--- config.mk ---
export PLATFORM = sky130hd
export DESIGN_NAME = register_bank
export DESIGN_NICKNAME = d
export VERILOG_FILES = /design/src/rtl/regbank_pkg.sv /design/src/rtl/register_cell.sv /design/src/rtl/register_bank.sv
export SDC_FILE = /design/constraint.sdc
export NUM_CORES = 1
export LEC_CHECK = 0
export CORE_MARGIN = 4
export CORE_UTILIZATION = 50
export CTS_CLUSTER_DIAMETER = 40
export DETAILED_ROUTE_END_ITERATION = 8
export PLACE_DENSITY = 0.67
export SLEW_MARGIN = 20
export SYNTH_ARGS = -nofsm -noshare
export SYNTH_HDL_FRONTEND = slang
export SYNTH_SLANG_ARGS = --single-unit
--- constraint.sdc ---
create_clock -name clk -period 22.3 [get_ports clk]
set_input_delay 6.69 -clock clk [delete_from_list [all_inputs] [get_ports clk]]
set_output_delay 6.69 -clock clk [all_outputs]
set_load 0.05 [all_outputs]
--- src/rtl/regbank_pkg.sv ---
// regbank_pkg
//   Shared definitions for the register bank: the operation-select encoding
//   that every register cell decodes identically.
package regbank_pkg;

  typedef enum logic [2:0] {
    FS_CLEAR     = 3'b000,  // register <= 0
    FS_LOAD      = 3'b001,  // register <= i
    FS_DEC       = 3'b010,  // register <= register - 1 (wrap or clamp at 0)
    FS_INC       = 3'b011,  // register <= register + 1 (wrap or clamp at all-ones)
    FS_LOAD_LOW  = 3'b100,  // low half <= i low half, high half <= 0
    FS_LOAD_HIGH = 3'b101,  // high half <= i low half, low half kept
    FS_SHL       = 3'b110,  // logical shift left by 1
    FS_SRA       = 3'b111   // arithmetic shift right by 1
  } funsel_e;

endpackage

--- src/rtl/register_cell.sv ---
// register_cell
//   One storage element of the register bank plus its registered boundary
//   flag. Executes the shared operation when enabled, otherwise holds.
// Ports:
//   clk     in   rising-edge clock
//   rst_n   in   synchronous active-low reset (clears data and limit)
//   en      in   write enable for this cell
//   funsel  in   operation select (regbank_pkg::funsel_e encoding)
//   din     in   load data
//   dout    out  current register contents
//   limit   out  1 for the cycle after an inc at all-ones or dec at 0
module register_cell
  import regbank_pkg::*;
#(
  parameter int NBits    = 16,
  parameter int Saturate = 0
) (
  input  logic             clk,
  input  logic             rst_n,
  input  logic             en,
  input  logic [2:0]       funsel,
  input  logic [NBits-1:0] din,
  output logic [NBits-1:0] dout,
  output logic             limit
);

  localparam int Half = NBits / 2;

  logic [NBits-1:0] r_data;
  logic             r_limit;
  logic [NBits-1:0] w_next;
  logic             w_hit;
  logic             w_at_max;
  logic             w_at_min;

  assign w_at_max = &r_data;
  assign w_at_min = ~|r_data;

  always_comb begin
    w_next = r_data;
    w_hit  = 1'b0;
    case (funsel_e'(funsel))
      FS_CLEAR:     w_next = '0;
      FS_LOAD:      w_next = din;
      FS_DEC: begin
        // The boundary flag fires in both modes; only the value differs.
        w_hit = w_at_min;
        if (Saturate != 0 && w_at_min) w_next = r_data;
        else                           w_next = r_data - {{(NBits-1){1'b0}}, 1'b1};
      end
      FS_INC: begin
        w_hit = w_at_max;
        if (Saturate != 0 && w_at_max) w_next = r_data;
        else                           w_next = r_data + {{(NBits-1){1'b0}}, 1'b1};
      end
      FS_LOAD_LOW:  w_next = {{Half{1'b0}}, din[Half-1:0]};
      FS_LOAD_HIGH: w_next = {din[Half-1:0], r_data[Half-1:0]};
      FS_SHL:       w_next = {r_data[NBits-2:0], 1'b0};
      FS_SRA:       w_next = {r_data[NBits-1], r_data[NBits-1:1]};
      default:      w_next = r_data;
    endcase
  end

  always_ff @(posedge clk) begin
    if (!rst_n) begin
      r_data  <= '0;
      r_limit <= 1'b0;
    end else begin
      // limit is re-evaluated every edge, so it is a single-cycle pulse.
      r_limit <= en & w_hit;
      if (en) r_data <= w_next;
    end
  end

  assign dout  = r_data;
  assign limit = r_limit;

endmodule

--- src/rtl/register_bank.sv ---
// register_bank
//   NRegs registers of NBits each sharing one operation select, with a
//   per-register enable mask and two combinational read ports.
// Ports:
//   clk     in   rising-edge clock
//   rst_n   in   synchronous active-low reset
//   funsel  in   operation select shared by all registers
//   e       in   per-register enable mask
//   i       in   load data
//   asel    in   read port A register index
//   bsel    in   read port B register index
//   outa    out  contents of register asel (pre-edge value, no bypass)
//   outb    out  contents of register bsel
//   limit   out  per-register registered boundary flag
module register_bank
  import regbank_pkg::*;
#(
  parameter int NBits    = 16,
  parameter int NRegs    = 4,
  parameter int Saturate = 0
) (
  input  logic                     clk,
  input  logic                     rst_n,
  input  logic [2:0]               funsel,
  input  logic [NRegs-1:0]         e,
  input  logic [NBits-1:0]         i,
  input  logic [$clog2(NRegs)-1:0] asel,
  input  logic [$clog2(NRegs)-1:0] bsel,
  output logic [NBits-1:0]         outa,
  output logic [NBits-1:0]         outb,
  output logic [NRegs-1:0]         limit
);

  logic [NBits-1:0] w_regs [NRegs];

  genvar gi;
  generate
    for (gi = 0; gi < NRegs; gi++) begin : g_cell
      register_cell #(
        .NBits    (NBits),
        .Saturate (Saturate)
      ) u_cell (
        .clk    (clk),
        .rst_n  (rst_n),
        .en     (e[gi]),
        .funsel (funsel),
        .din    (i),
        .dout   (w_regs[gi]),
        .limit  (limit[gi])
      );
    end
  endgenerate

  // Reads come straight off the stored values, so a same-edge write is only
  // visible after the edge.
  assign outa = w_regs[asel];
  assign outb = w_regs[bsel];

endmodule

After elaboration in Yosys (flattened, before gate mapping)
Index checks and enable logic that the tools add are counted.

cells by class
  $add $sub $neg = 8
  muxes and demuxes = 14
  order comparisons = 2
  bitwise operators = 8
  reductions and logical operators = 21
  eq/ne operators = 7

operators by type and width
  cell                   number
  $pmux 16 s8            4
  $add 16x1->16 const B  4
  $bmux 16 s2            2
  $mux 16                4
  $reduce_and 16->1      4
  $reduce_or 16->1       4
  $sub 16x1->16 const B  4
  $reduce_and 2->1       8
  $eq 3x3->1 const B     4
  $pmux 1 s2             4
  $eq 3x2->1 const B     2
  $ge 3x3->1 const B     2
  $not 2->3              2
  $and 1x1->1            4
  $logic_not 1->1        4
  $eq 3x1->1 const B     1
  $logic_not 3->1        1
  $not 1->1              2

word-level totals
  input port bits = 29
  output and inout port bits = 36
  logic and storage cells = 76
  register bits = 68

Longest topological paths before layout
Gate-level depths: netlist (run 1).

  depth after elaboration = 4
  depth in mapped cells = 16
  gate-level depth less buffers = 13

Modules after synthesis
From an unflattened synthesis (run 1), not the netlist that was laid out.

second synthesis, totals
  cells, all modules = 1150
  area total of the unflattened synthesis = 8927.3 µm²

by module, submodules not included
  module                                area an instance (µm²)  times used  sequential area each (µm²)  cells each
  register_cell (g_cell[1].u_cell ...)  1970.6                  2           340.3                       271
  register_cell (g_cell[3].u_cell)      2084.5                  1           340.3                       286
  register_cell (g_cell[0].u_cell)      2053.2                  1           340.3                       282
  register_bank                         848.3                   1           0.0                         40

Least setup slack after synthesis (run 1)
No wires, ideal clock.

  kind = in2out
  start = input asel[1]
  end = output outa[10]
  cell stages on the path = 3
  data required time = 15610 ps
  buffers on the path = 2
  data arrival time = 8318 ps
  slack = 7292 ps
  cells stage by stage = clkbuf_1 -> buf_1 -> mux4_2

on the way
  cells in the longest elaborated chain, start to end = 4

RTL lines
  item                                        RTL line             RTL
  start: declaration                          register_bank.sv:27  input logic [$clog2(NRegs)-1:0] asel,
  $not 2->3 (not written as such)             register_bank.sv:56  assign outa = w_regs[asel];
  $bmux 16 s2                                 register_bank.sv:56
  $mux 16 (not written as such) (2 in a row)  register_bank.sv:56
  end: declaration                            register_bank.sv:29  output logic [NBits-1:0] outa,

No other way between the ends. The select of a mux whose other input is x is not followed.

Final worst setup path (run 1)
  start = input bsel[1]
  end = output outb[5]

on the way
  cells in the longest elaborated chain, start to end = 4

RTL lines
  item                                        RTL line             RTL
  start: declaration                          register_bank.sv:28  input logic [$clog2(NRegs)-1:0] bsel,
  $not 2->3 (not written as such)             register_bank.sv:57  assign outb = w_regs[bsel];
  $bmux 16 s2                                 register_bank.sv:57
  $mux 16 (not written as such) (2 in a row)  register_bank.sv:57
  end: declaration                            register_bank.sv:30  output logic [NBits-1:0] outb,

No other way between the ends. The select of a mux whose other input is x is not followed.

==> results of run 1 <==
## stage by stage
stage	hold slack (ns)	setup WS, ns	utilization (%)	area, um^2
after floorplan	0.5282	7.292	-	7710
after global placement	0.6226	6.333	55.59	8419
after detailed placement	0.6249	6.333	55.59	8419
after CTS	0.6337	6.317	57.37	8690
after global routing	0.6853	6.224	57.37	8690
final	0.6346	6.335	57.37	8690
## kinds of logic after synthesis
family                   synth area share (%)
multiplexers                            14.80
adder cells (fa/ha/maj)                 12.40
AO/OA/AOI/OAI                           25.92
AND/OR/NAND/NOR                         19.31
flip-flops                              17.66
buffers and inverters                   4.008
XOR/XNOR                                5.907
## power breakdown
group / switching, W / leakage (nW) / total [W] / internal (W)
registers: 0.0000265 / 0.558 / 0.000157 / 0.000131
clock network: 0.0000565 / 0.135 / 0.000137 / 0.0000805
logic: 0.000125 / 2.73 / 0.000222 / 0.0000972
total: 0.000208 / 3.42 / 0.000516 / 0.000308
## how the worst max path moves through the flow
stage,endpoint,slack (ns),from,cells past startpoint
final,outb[5],6.33,bsel[1],4
after global routing,outb[5],6.22,bsel[1],4
after CTS,outb[4],6.32,bsel[1],4
after detailed placement,outb[4],6.33,bsel[1],4
after global placement,outb[5],6.33,bsel[1],4
after floorplan,outa[10],7.29,asel[1],3
## routing by layer
layer	vias to the layer above	global-route usage (%)	share of wire, %
li1	3729	-	-
met1	3674	40.79	44
met2	381	44.93	44
met3	63	6.527	8.5
met4	0	10.28	3.2
met5	-	0	0
## critical path: cells and delay by family
kind / cells / cell delay, ns
buf+inv: 3 / 2.05
mux: 1 / 0.53
## sequential cells by signal, indices dropped and copies added (netlist names)
name	count
g_cell.u_cell.dout	64
g_cell.u_cell.limit	4
## cells in the final DEF, fill, tap and decap left out, types with 20 or more instances in the layout
cell type / count
o21ai_0: 64
nand2_1: 139
nand4_1: 20
a21o_1: 22
nor4_1: 21
a221oi_1: 23
ha_1: 70
clkdlybuf4s50_1: 61
nand3_1: 22
xnor2_1: 31
a21oi_1: 94
mux2i_1: 21
a31oi_1: 21
nor2b_1: 28
xor2_1: 21
mux4_2: 30
nor2_1: 35
dfxtp_1: 68
## Yosys cell counts (all sizes together), types with 5 or more instances
cell / number
a211oi: 6
a21o: 22
a21oi: 96
a221oi: 26
a22oi: 11
a311oi: 5
a31oi: 21
a41oi: 7
and2: 12
and3: 9
buf: 16
clkbuf: 42
dfxtp: 68
ha: 70
inv: 18
mux2: 18
mux2i: 21
mux4: 32
nand2: 140
nand2b: 6
nand3: 22
nand4: 20
nor2: 36
nor2b: 29
nor3: 11
nor4: 21
o211ai: 18
o21ai: 65
xnor2: 31
xor2: 21
## area by class of cell
class	count	area (um^2)
Sequential cell	68	1361
Clock inverter	2	10.01
Inverter	18	67.56
Fill cell	1390	6456
Tap cell	188	235.2
Clock buffer	13	260.3
Timing Repair Buffer	75	708.2
Multi-Input combinational cell	819	6047
==> metrics.txt, run 1 <==
clock root buffer=clkbuf_16; Cell Area, Synth=0.007710 mm^2; Tot Pwr=0.0005162 W; R2R Setup Slk=19.34 ns; fraction of layout cells with a size suffix above 1=9.045%; hold path start=g_cell[3].u_cell.dout[1]; Synth async-reset ratio=0%; DPL Wire Length=18370 um; Critical Path AT=9.28 ns; Port-buffer cells=64; Worst Tran Pin Value=1.061 ns; CP Cell Sequence=clkdlybuf4s50_1 > buf_4 > mux4_2 > clkdlybuf4s50_1; cell count after placement=1168; period utilization=71.59%; FP Rows=45; Area Growth Syn to Fin=12.71%; setup tns final=0 ns; most frequent CP cell=clkdlybuf4s50_1; Synth top area share=17.66%; Worst Hold Path EP=g_cell[3].u_cell.dout[1]; IO Count=65; Rel. slew slack=29.05%; Die Span X=132.2 um; first-pass GRT wire length=40770 um; post-route ant nets=0; Total Wirelength=26000 um; Top FF cell, synth=dfxtp_1; first-pass iteration count of the detailed router=5; synth top area cells=dfxtp_1 18%, ha_1 11%, mux4_2 8.8%; LEAKAGE=3.421 nW; DRC errors left=0; clk_lat worst skew=0.35 ns; initial core utilization=50.90%; core area=0.01515 mm^2; WL per Instance=21.98 um; post-synth top area cell=dfxtp_1; CP peak stage delay=0.97 ns; FF+latch count, synth=68; GR Overflow Total=0; maximum VDD drop=0.00003930 V; WS Path Type=in2out; Yosys warnings=0; Die Y-Extent=132.2 um; Via density=6.633; Worst Setup End Kind=output port; NumNets Final=1094; P per Cell Area=59.40 mW/mm^2; register area share after synthesis=17.66%; Critical Path Source Type=input port; Worst Clk Skew=0.007014 ns; CTS H-tree depth=3; # Post-CTS Setup Buffers=0; endpoints failing setup=0; Synth Net Count=1066; diode count=0; Clock Sinks=68; r2r startpoint=g_cell[1].u_cell.dout[3]; # resized after CTS=0; RR Endpoint=g_cell[1].u_cell.dout[15]; fin. max-slew vios=0; Starting DRT DRC Count=930; maxcap violations=0; Inserted Clock Buffers=9; Hold Path Depth=2; CP required=15.61 ns; GP Congestion=0.9556; FMAX=62.64 MHz; RSZ-0062 raised after global routing=false; vias in the first global route=7023; Post-synth EDFFs=0; TritonCTS clock tree=built; Tot GR Track Use=29.29%; total die area=0.01747 mm^2; status=finished clean; Yosys cell types=64; minimum clock period=15.97 ns; Crit-path slowest cell=clkdlybuf4s50_1; CTS Hold Buffers Added=0; vias post-DR=7847; Mapped Avg Cell Area=8.006 um^2; Syn Inst Count=963; Non-Filler Instances=1183; worst reg2reg path depth=10; crit path max fanout=10; pin count of the biggest net entering global routing=75; Max Buffers Root-to-Sink=2; HP Class=reg2reg; initial antenna violation count=0; clock transition at the registers of the reported paths=0.05 ns; endpoints failing hold=0
(Power assumes the default switching activity.)
==> run 2: changes to the inputs <==
Settings changed: PLACE_DENSITY 0.67 to 0.7.
Clock period 22.3 ns to 13.9 ns, I/O delays scaled along.
==> run 2 against run 1 <==
Effect of this change: utilization fell by 0.21 points; register-to-register slack worse by 8.5 ns; cell count down 0.34%; global-route usage is 0.23 points higher; first-iteration DRC count up 2.5%; sequential cell count unchanged; clock-buffer cell count down 1; sequential power grew 61%; power up 59%; via count up 0.87%; sequential share of layout area increased by 0.057 points.
==> metrics.txt, run 2 (synthesis gave the netlist of run 1 again) <==
fin. max-slew vios=0 (unchanged); CTS Hold Buffers Added=0 (unchanged); LEAKAGE=3.401 nW (-0.58%); NumNets Final=1093 (-0.091%); r2r startpoint=g_cell[2].u_cell.dout[3]; WHS=0.6412 ns (+0.006598 ns); diode count=0 (unchanged); IO Count=65 (unchanged); Die Span X=132.2 um (unchanged); endpoints failing hold=0 (unchanged); P per Cell Area=94.55 mW/mm^2 (+59%); RR Endpoint=g_cell[2].u_cell.dout[15]; worst reg2reg path depth=10 (unchanged); register area=0.001361 mm^2 (unchanged); Worst Clk Skew=0.008664 ns (+0.001650 ns); GP Congestion=0.9590 (+0.36%); DRC errors left=0 (unchanged); R2R Setup Slk=10.83 ns (-8.51 ns); Fill cells=1418 (+2.0%); Clock Sinks=68 (unchanged); period utilization=78.34%; Worst Tran Pin Value=1.046 ns (-0.01495 ns); Worst Setup End Kind=output port; Area Growth Syn to Fin=12.30%; setup tns final=0 ns (unchanged); commonest non-fill, non-tap cell in the layout=nand2_1; fraction of layout cells with a size suffix above 1=8.678% (-0.37 points); fin util=57.17% (-0.21 points); pin count of the biggest net entering global routing=66 (-12%); vias in the first global route=7205 (+2.6%); area of the multi-input gates=0.006047 mm^2 (unchanged); Max Buffers Root-to-Sink=2 (unchanged); TritonCTS clock tree=built; Critical Path Source Type=input port; total die area=0.01747 mm^2 (unchanged); Via density=6.713 (+1.2%); vias post-DR=7915 (+0.87%); initial core utilization=50.90% (unchanged); post-route ant nets=0 (unchanged); WS Path Type=in2out; Total Wirelength=26380 um (+1.4%); Worst Hold Path EP=g_cell[3].u_cell.dout[1]; Tot GR Track Use=29.53% (+0.23 points); Die Y-Extent=132.2 um (unchanged); Port-buffer cells=64 (unchanged); FMAX=91.83 MHz; first-pass GRT wire length=40650 um (-0.29%); GR Overflow Total=0 (unchanged); maximum VDD drop=0.00006548 V (+67%); core area=0.01515 mm^2 (unchanged); RSZ-0062 raised after global routing=false; status=finished clean; Rel. slew slack=30.05% (+1.0 points); Largest register FFs=64 (unchanged); # resized after CTS=0 (unchanged); Hold Path Depth=2 (unchanged); initial antenna violation count=0 (unchanged); # Post-CTS Setup Buffers=0 (unchanged); first-pass iteration count of the detailed router=5 (unchanged); maxcap violations=0 (unchanged); CTS H-tree depth=3 (unchanged); Inserted Clock Buffers=9 (unchanged); DPL Wire Length=18750 um (+2.1%); DP Worst Slack=3.028 ns (-3.306 ns); minimum clock period=10.89 ns; most frequent cells in the layout=139 x nand2_1, 94 x a21oi_1, 70 x ha_1; clk_lat worst skew=0.35 ns (about the same); CP required=9.73 ns (-5.88 ns); WL per Instance=22.37 um (+1.8%); setup ws final=3.011 ns (-3.324 ns); clock transition at the registers of the reported paths=0.05 ns (about the same); clock root buffer=clkbuf_16; endpoints failing setup=0 (unchanged); FP Rows=45 (unchanged); Critical Path AT=6.72 ns (-2.56 ns); Starting DRT DRC Count=953 (+2.5%); hold path start=g_cell[3].u_cell.dout[1]; crit path max fanout=16 (+6); HP Class=reg2reg
-- run 2: cell types whose count changed in the layout (fill, tap and decap cells not counted) --
cell,delta
clkinv_2,-2
buf_4,-1
clkbuf_8,-1
-- run 2: how the worst max path moves through the flow --
stage,endpoint,cells past startpoint,start
finish,outa[0],3,asel[0]
global route,outa[0],3,asel[0]
CTS,outa[0],3,asel[0]
detailed placement,outa[0],3,asel[0]
global placement,outa[0],3,asel[0]
floorplan,outa[10],3,asel[1]
-- run 2: routing by layer --
metal	vias to the layer above	global-route usage (%)	part of all wire (%)
met5	-	0	0
met4	0	15.13	5.2
met3	83	7.634	8.9
met2	391	44.75	44
met1	3723	38.93	42
li1	3718	-	-
-- run 2: metrics by stage --
step	area, um^2	cells	power [W]
after global routing	8658	1179	0.0008624
after global placement	8412	1167	0.0006022
after CTS	8658	1179	0.0008143
final	8658	1179	0.0008186
after detailed placement	8412	1167	0.0006062
after floorplan	7710	963	0.0005102
-- run 2: worst max-delay path, cell delays in order --
cell	delay, ns
clkdlybuf4s50_1	1.16
mux4_1	0.65
clkdlybuf4s50_1	0.73
-- run 2: power breakdown --
group | switching, W | internal [W] | total (W)
Sequential | 0.0000427 | 0.000210 | 0.000253
Combinational | 0.000201 | 0.000156 | 0.000357
Clock | 0.0000876 | 0.000122 | 0.000209
-- run 2: cell type report --
cell class                      instances  area share (%)
Clock buffer                           12           2.847
Timing Repair Buffer                   74           8.092
Inverter                               18          0.7803
Sequential cell                        68           15.72
Tap cell                              188           2.717
Multi-Input combinational cell        819           69.84
